$ cat src/rtl/fog_step_decimator.sv
// Step decimator for the FOG loop: windows the signed loop step into a saturating
// sum and queues {seq, sum} in a show-ahead FIFO drained by the CPU.
module fog_step_decimator #(
    parameter int DEPTH = 8,
    parameter int ACC_W = 48
) (
    input  logic                     i_clk,
    input  logic                     i_rst_n,
    input  logic                     i_trig,
    input  logic [31:0]              i_step,
    input  logic [31:0]              i_dec_n,
    input  logic                     i_clr,
    input  logic                     i_rd,
    output logic [ACC_W-1:0]         o_data,
    output logic [15:0]              o_seq,
    output logic                     o_valid,
    output logic [$clog2(DEPTH):0]   o_count,
    output logic                     o_ovf,
    output logic                     o_sat
);

    localparam int AW = $clog2(DEPTH);
    localparam int CW = AW + 1;
    localparam logic [CW-1:0] FULL_C = CW'(DEPTH);
    localparam logic [ACC_W-1:0] ACC_MAX_C = {1'b0, {(ACC_W-1){1'b1}}};
    localparam logic [ACC_W-1:0] ACC_MIN_C = {1'b1, {(ACC_W-1){1'b0}}};

    logic [ACC_W-1:0] acc_q, acc_d;
    logic [31:0]      win_cnt_q, win_cnt_d;
    logic [31:0]      dec_lat_q, dec_lat_d;
    logic             init_q, init_d;
    logic [15:0]      seq_q, seq_d;
    logic [AW-1:0]    wr_ptr_q, wr_ptr_d;
    logic [AW-1:0]    rd_ptr_q, rd_ptr_d;
    logic [CW-1:0]    count_q, count_d;
    logic             ovf_q, ovf_d;
    logic             sat_q, sat_d;
    logic [ACC_W-1:0] mem_data_q [DEPTH];
    logic [15:0]      mem_seq_q  [DEPTH];

    logic [31:0]      dec_sel_s;
    logic [31:0]      dec_eff_s;
    logic [ACC_W:0]   sum_s;
    logic             pos_clamp_s;
    logic             neg_clamp_s;
    logic [ACC_W-1:0] acc_next_s;
    logic             close_s;
    logic             full_s;
    logic             pop_s;
    logic             push_ok_s;
    logic             we_s;

    // Window arithmetic and FIFO handshake decode
    always_comb begin
        dec_sel_s   = (i_dec_n == 32'd0) ? 32'd1 : i_dec_n;
        // The first cycle after reset release latches the programmed decimation.
        dec_eff_s   = init_q ? dec_sel_s : dec_lat_q;
        sum_s       = {acc_q[ACC_W-1], acc_q} + {{(ACC_W-31){i_step[31]}}, i_step};
        pos_clamp_s = ~sum_s[ACC_W] & sum_s[ACC_W-1];
        neg_clamp_s = sum_s[ACC_W] & ~sum_s[ACC_W-1];
        if (pos_clamp_s) begin
            acc_next_s = ACC_MAX_C;
        end else if (neg_clamp_s) begin
            acc_next_s = ACC_MIN_C;
        end else begin
            acc_next_s = sum_s[ACC_W-1:0];
        end
        close_s   = i_trig && (win_cnt_q == (dec_eff_s - 32'd1));
        full_s    = (count_q == FULL_C);
        pop_s     = i_rd && (count_q != {CW{1'b0}});
        push_ok_s = close_s && (!full_s || pop_s);
        we_s      = push_ok_s && !i_clr;
    end

    // Next-state for window, sequence, FIFO pointers and sticky flags
    always_comb begin
        acc_d     = acc_q;
        win_cnt_d = win_cnt_q;
        dec_lat_d = dec_lat_q;
        init_d    = 1'b0;
        seq_d     = seq_q;
        wr_ptr_d  = wr_ptr_q;
        rd_ptr_d  = rd_ptr_q;
        count_d   = count_q;
        ovf_d     = ovf_q;
        sat_d     = sat_q;
        if (i_clr) begin
            acc_d     = {ACC_W{1'b0}};
            win_cnt_d = 32'd0;
            dec_lat_d = dec_sel_s;
            seq_d     = 16'd0;
            wr_ptr_d  = {AW{1'b0}};
            rd_ptr_d  = {AW{1'b0}};
            count_d   = {CW{1'b0}};
            ovf_d     = 1'b0;
            sat_d     = 1'b0;
        end else begin
            if (init_q) begin
                dec_lat_d = dec_sel_s;
            end else begin
                dec_lat_d = dec_lat_q;
            end
            if (i_trig) begin
                if (pos_clamp_s || neg_clamp_s) begin
                    sat_d = 1'b1;
                end else begin
                    sat_d = sat_q;
                end
                if (close_s) begin
                    acc_d     = {ACC_W{1'b0}};
                    win_cnt_d = 32'd0;
                    seq_d     = seq_q + 16'd1;
                    dec_lat_d = dec_sel_s;
                    if (push_ok_s) begin
                        wr_ptr_d = wr_ptr_q + AW'(1);
                    end else begin
                        ovf_d = 1'b1;
                    end
                end else begin
                    acc_d     = acc_next_s;
                    win_cnt_d = win_cnt_q + 32'd1;
                end
            end else begin
                acc_d = acc_q;
            end
            if (pop_s) begin
                rd_ptr_d = rd_ptr_q + AW'(1);
            end else begin
                rd_ptr_d = rd_ptr_q;
            end
            case ({push_ok_s, pop_s})
                2'b10:   count_d = count_q + CW'(1);
                2'b01:   count_d = count_q - CW'(1);
                default: count_d = count_q;
            endcase
        end
    end

    // State registers
    always_ff @(posedge i_clk or negedge i_rst_n) begin
        if (!i_rst_n) begin
            acc_q     <= {ACC_W{1'b0}};
            win_cnt_q <= 32'd0;
            dec_lat_q <= 32'd1;
            init_q    <= 1'b1;
            seq_q     <= 16'd0;
            wr_ptr_q  <= {AW{1'b0}};
            rd_ptr_q  <= {AW{1'b0}};
            count_q   <= {CW{1'b0}};
            ovf_q     <= 1'b0;
            sat_q     <= 1'b0;
        end else begin
            acc_q     <= acc_d;
            win_cnt_q <= win_cnt_d;
            dec_lat_q <= dec_lat_d;
            init_q    <= init_d;
            seq_q     <= seq_d;
            wr_ptr_q  <= wr_ptr_d;
            rd_ptr_q  <= rd_ptr_d;
            count_q   <= count_d;
            ovf_q     <= ovf_d;
            sat_q     <= sat_d;
        end
    end

    // FIFO storage; the head is read straight from the registered array
    always_ff @(posedge i_clk or negedge i_rst_n) begin
        if (!i_rst_n) begin
            for (int i = 0; i < DEPTH; i++) begin
                mem_data_q[i] <= {ACC_W{1'b0}};
                mem_seq_q[i]  <= 16'd0;
            end
        end else if (we_s) begin
            mem_data_q[wr_ptr_q] <= acc_next_s;
            mem_seq_q[wr_ptr_q]  <= seq_q;
        end
    end

    assign o_data  = mem_data_q[rd_ptr_q];
    assign o_seq   = mem_seq_q[rd_ptr_q];
    assign o_valid = (count_q != {CW{1'b0}});
    assign o_count = count_q;
    assign o_ovf   = ovf_q;
    assign o_sat   = sat_q;

endmodule

$ cat config.mk
export PLATFORM = sky130hd
export DESIGN_NAME = fog_step_decimator
export DESIGN_NICKNAME = d
export VERILOG_FILES = /design/src/rtl/fog_step_decimator.sv
export SDC_FILE = /design/constraint.sdc
export NUM_CORES = 1
export LEC_CHECK = 0
export CAP_MARGIN = 15
export CORE_MARGIN = 5
export CORE_UTILIZATION = 45
export CTS_CLUSTER_DIAMETER = 120
export DETAILED_ROUTE_END_ITERATION = 10
export GPL_TIMING_DRIVEN = 0
export PLACE_DENSITY = 0.66
export SLEW_MARGIN = 20
export SYNTH_ARGS = -nofsm -noshare
export SYNTH_HDL_FRONTEND = slang
export SYNTH_SLANG_ARGS = --single-unit
$ cat constraint.sdc
create_clock -name i_clk -period 12.81 [get_ports i_clk]
set_input_delay 2.562 -clock i_clk [delete_from_list [all_inputs] [get_ports i_clk]]
set_output_delay 2.562 -clock i_clk [all_outputs]
set_load 0.01 [all_outputs]
-- Yosys cells after proc, flatten, opt, wreduce, memory -nomap -nowiden
Cells that the tools add are included.
- flip-flop bits (word level): 653
- input bits: 69
- add/subtract/negate cells: 8
- $lt $le $gt $ge: 3
- eq/ne operators: 5
- mux-type cells: 43
- bitwise operators: 6
- reductions and logical operators: 21
- operators with widths (cell ; count):
    384-bit bitwise mux ; 1
    48-bit 2-to-1 mux ; 8
    32-bit 2-to-1 mux ; 8
    48-bit binary-select mux with 3-bit select ; 1
    48-bit demux with 3-bit select ; 1
    128-bit bitwise mux ; 1
    16-bit 2-to-1 mux ; 6
    48-bit by 32-bit adder with 49-bit output ; 1
    16-bit binary-select mux with 3-bit select ; 1
    16-bit demux with 3-bit select ; 1
    32-bit by 1-bit adder with 32-bit output, second input constant ; 1
    32-bit equality test ; 1
    32-bit zero test ; 1
    32-bit by 1-bit subtractor with 32-bit output, second input constant ; 1
    3-bit 2-to-1 mux ; 6
    16-bit by 1-bit adder with 16-bit output, second input constant ; 1
    2-bit nonzero test ; 5
    4-bit >= comparator, second input constant ; 2
    3-bit NOT with 4-bit output ; 2
    4-bit one-hot mux with 2 select lines ; 1
    1-bit 2-to-1 mux ; 7
    3-bit by 1-bit adder with 3-bit output, second input constant ; 2
    3-bit AND reduction ; 2
    1-bit logical AND ; 5
    15 further kinds ; 20

-- Longest topological paths before layout
Gate-level depths: netlist (run 1).
- depth after elaboration: 11
- mapped depth: 22
- mapped depth without buffers: 19

-- Worst setup path before layout (run 1)
No wires, ideal clock.
- kind: input-to-reg
- from: input port i_dec_n[13]
- to: register count_q[3], in the netlist o_count[3]
- arrival time: 7042 ps
- data required time: 12732 ps
- path slack: 5691 ps
- stages on the path: 19
- buffers on the path: 0
- cell sequence: nor4_1 nand4_1 nor4_4 o22ai_1 ha_1 nor4b_2 o22a_1 nand4_1 nor3_1 xnor2_1 o2111ai_1 or2b_1 nor4_1 nor2_1 ha_1 o21ai_0 or4b_2 a21o_1 a21oi_1
- longest elaborated chain between the ends: 10
- ends and longest elaborated chain (element ; line ; text):
    start, declared ; 11 ; input logic [31:0] i_dec_n,
    32-bit zero test ; 55 ; dec_sel_s = (i_dec_n == 32'd0) ? 32'd1 : i_dec_n;
    32-bit 2-to-1 mux (*) ; 55 ;
    32-bit 2-to-1 mux (*) ; 57 ; dec_eff_s = init_q ? dec_sel_s : dec_lat_q;
    32-bit by 1-bit subtractor with 32-bit output (*) ; 68 ; close_s = i_trig && (win_cnt_q == (dec_eff_s - 32'd1));
    32-bit equality test (*) ; 68 ;
    1-bit logical AND (*) ; 68 ;
    1-bit logical AND (*) ; 71 ; push_ok_s = close_s && (!full_s || pop_s);
    2-bit by 1-bit equality test with 1-bit output or 2-bit equality test (tied branches) ; 131 ; case ({push_ok_s, pop_s})
    4-bit one-hot mux with 2 select lines ; 131 ;
    4-bit 2-to-1 mux ; 87 ; if (i_clr) begin
    end signal, assigned ; 149 ; count_q <= {CW{1'b0}};
    end signal, assigned ; 160 ; count_q <= count_d;
    end, declared ; 35 ; logic [CW-1:0] count_q, count_d;
Mark *: on every way between the ends. The rest lies on a longest branch, timed or not.
A chain may end at the register's enable or synchronous reset.

-- Worst setup path after layout (run 1)
- from: input port i_dec_n[13]
- to: register mem_data_q[117] (netlist name)
- longest elaborated chain between the ends: 8
- ends and longest elaborated chain (element ; line ; text):
    32-bit zero test ; 55 ;
    32-bit 2-to-1 mux (*) ; 55 ;
    32-bit 2-to-1 mux (*) ; 57 ;
    32-bit by 1-bit subtractor with 32-bit output (*) ; 68 ;
    32-bit equality test (*) ; 68 ;
    1-bit logical AND (*) ; 68 ;
    1-bit logical AND (*) ; 71 ;
    1-bit logical AND (*) ; 72 ; we_s = push_ok_s && !i_clr;
    end signal, assigned by index ; 170 ; mem_data_q[i] <= {ACC_W{1'b0}};
    end signal, assigned by index ; 174 ; mem_data_q[wr_ptr_q] <= acc_next_s;
    end, declared ; 38 ; logic [ACC_W-1:0] mem_data_q [DEPTH];
Marked as above.

==> results of run 1 <==
## cell type report
class | count | area, sq um
timing repair buffer | 145 | 1577
clock inverter | 17 | 170.2
multi-input combinational | 1818 | 16480
fill | 6355 | 35610
clock buffer | 106 | 2071
buffer | 166 | 774.5
inverter | 21 | 78.83
sequential | 653 | 16340
tap | 969 | 1212
## worst max-delay path, cell delays in order
cell and delay, ns:
clkdlybuf4s50_1 0.54, nor4_1 0.40, nand4_1 0.23, nor4_4 0.53
o22ai_1 0.17, ha_1 0.28, nor4b_2 0.19, or2_2 0.31
nor3_1 0.22, a31oi_1 0.13, nor4_1 0.38, nand4_1 0.16
nor4b_2 0.36, nand2b_1 0.10, buf_4 0.18, nor4_2 0.87
buf_2 0.52, buf_2 0.42, mux2_2 0.39
## layer usage
layer / vias to the layer above / global-route usage / share of wire
met1: 12040 / 0.3094 / 0.43
li1: 10240 / - / -
met5: - / 0 / 0
met2: 574 / 0.3825 / 0.49
met4: 0 / 0.06370 / 0.029
met3: 169 / 0.03454 / 0.046
## registers in the layout, indices dropped and copies added (netlist names), 4 cells and up
signal,cells
seq_q,16
win_cnt_q,32
o_count,4
dec_lat_q,32
mem_seq_q,128
acc_q,48
mem_data_q,384
## power by group
part | switching (mW) | total (mW) | internal [mW]
clock network | 0.845 | 2.00 | 1.16
logic | 0.733 | 1.09 | 0.360
registers | 0.0393 | 2.15 | 2.11
total | 1.62 | 5.25 | 3.63
## worst paths after layout
path | to | slack [ns] | start
max | mem_data_q[117] | 4.35 | i_dec_n[13]
min | mem_seq_q[24] | 0.46 | mem_seq_q[24]
max reg2reg | mem_data_q[117] | 5.84 | init_q
min reg2reg | mem_seq_q[24] | 0.46 | mem_seq_q[24]
max in group asynchronous | mem_data_q[90] | 9.39 | i_rst_n
min in group asynchronous | dec_lat_q[14] | 1.76 | i_rst_n
## cells by family after synthesis
logic type / after synthesis / share of synthesized area
AND/OR/NAND/NOR: 566 / 0.08412
XOR/XNOR: 134 / 0.03487
adder cells (fa/ha/maj): 58 / 0.02178
other: 1 / 0.0001114
multiplexers: 715 / 0.2807
flip-flops: 653 / 0.4856
buffers and inverters: 187 / 0.02531
AO/OA/AOI/OAI: 344 / 0.06754
## Yosys cell counts, types with 6 or more instances
master and instances:
dfrtp_1 651, mux2_2 551, nand2_1 174, nor2_1 148
mux4_2 128, a21oi_1 106, clkbuf_1 87, xnor2_1 79
a21o_1 63, ha_1 57, nand3_1 56, xor2_1 55
o21ai_0 51, buf_2 39, mux2i_1 36, nor3_1 34
nand4_1 27, a22oi_1 23, buf_1 22, nor4_1 22
or3_1 19, inv_1 18, a31oi_1 11, or4_1 11
nand2b_1 10, a211oi_1 9, buf_4 9, buf_6 9
o21a_1 9, and3_1 8, a31o_2 7, nor2b_1 7
nor4_2 6, o211ai_1 6
## metrics by stage
stage	power [mW]	util	hold slack, ns	worst slack, ns
final	5.250	0.5208	0.4603	4.346
after floorplan	2.897	-	0.4334	5.691
after CTS	5.286	0.5208	0.4650	4.355
after detailed placement	3.275	0.4907	0.4519	3.728
after global routing	5.487	0.5208	0.4742	4.129
after global placement	3.237	0.4876	0.4474	-18.28
==> run metrics, run 1 <==
Min-Delay Path Class=reg2reg; GRT Overall Usage=0.2273; placed inst area=0.03647 sq mm; number of synthesized flops with an enable pin=0; clock sink count=653; Max FO, Critical Path=10; clk slew on worst S/H paths=0.06 ns; Root Buffer=clkbuf_16; Avg Inst Size Synth=12.66 sq um; Final Max Slew Viols=0; R2R cell count=20; relative max-transition margin=0.2954; latest clock arrival within the worst-skew pair=0.62 ns; Crit Path Class=in2reg; Final Net Count=3004; Final Hold Fails=0; port bufs=137; H-Tree Depth=3; I/O pin count=140; Tmin final=8.464 ns; Syn Nets=2785; grt ovf=0; commonest register cell after synthesis=dfrtp_1; PD cells=135.6 mW/mm^2; Chip Height=283.5 microns; Hold Path Depth=2; Tcrit/Tclk final=0.6608; Iter 0 DRT Violations=1777; YS warnings=0; commonest non-fill, non-tap cell in the layout=dfrtp_1; die width=283.5 microns; initial antenna violation count=0; Final Setup Violations=0; Worst Path Arrival=8.96 ns; first-pass GRT wire length=145100 microns; largest net degree at the start of global routing=106; synthesis-to-finish area growth=15.00%; crit start category=primary input; clk_skew=0.02607 ns; post-synth top area share=0.4840; ANT nets after route=0; Synth cell types=88; cts hold-fix bufs=0; Post-Route Setup TNS=0 ns; non-filler cells, final=3895; sequential share of the synthesized area=0.4856; Via Count=23020; vias in the first global route=24480; most frequent cells in the layout=651 x dfrtp_1, 551 x mux2_2, 174 x nand2_1; final WL=91910 microns; num rows=100; gpl congestion=0.8975; Peak VDD IR=0.00009488 V; Remaining DRCs=0; clk buf depth=3; worst endpoint required time=13.30 ns; post_cts resized=0; wire per inst=23.60 microns; number of max-cap violations=0; vias per cell=5.910; Pre-Repair DR Iteration Count=5; Detail Placement HPWL=65880 microns; status=complete, no violations; mapped cell area=0.03366 sq mm; layout cells sized above 1=0.3025; Core Area=0.07432 sq mm; CP Capture Type=register; Max Freq=118.1 MHz; number of inserted diodes=0; biggest area consumer among synthesized cells=dfrtp_1; CTS tree=built; DIE AREA=0.08037 sq mm; Worst Max-Slew Pin Slew=1.057 ns; cts bufs inserted=72; leakage=17.82 nW; ys async rst share=1.000; Placed Cells=3772; post-CTS setup buffers=0; Starting Density=0.4529; Post-Syn Instances=2658; Synth Register Bits=653; RSZ-0062 raised after global routing=false; post-route design area=0.03871 sq mm; ranking of synthesized cells by area=dfrtp_1 48%, mux2_2 18%, mux4_2 8.6%, ha_1 2.1%, xnor2_1 2.1%
(Power assumes the default switching activity.)
==> inputs of run 2 (changes only) <==
Clock period 12.81 ns to 8 ns, I/O delays scaled along.
==> results of run 2 <==
Same layout as run 1 (identical final DEF). Status: complete, no violations.
Main changes from that run: setup slack after placement 3.728 ns -> -0.1198 ns; setup slack after layout 4.346 ns -> 0.4975 ns; register-to-register setup slack 5.84 ns -> 1.03 ns; total power 5.250 mW -> 8.407 mW; worst IR drop on VDD 0.00009488 V -> 0.0001519 V
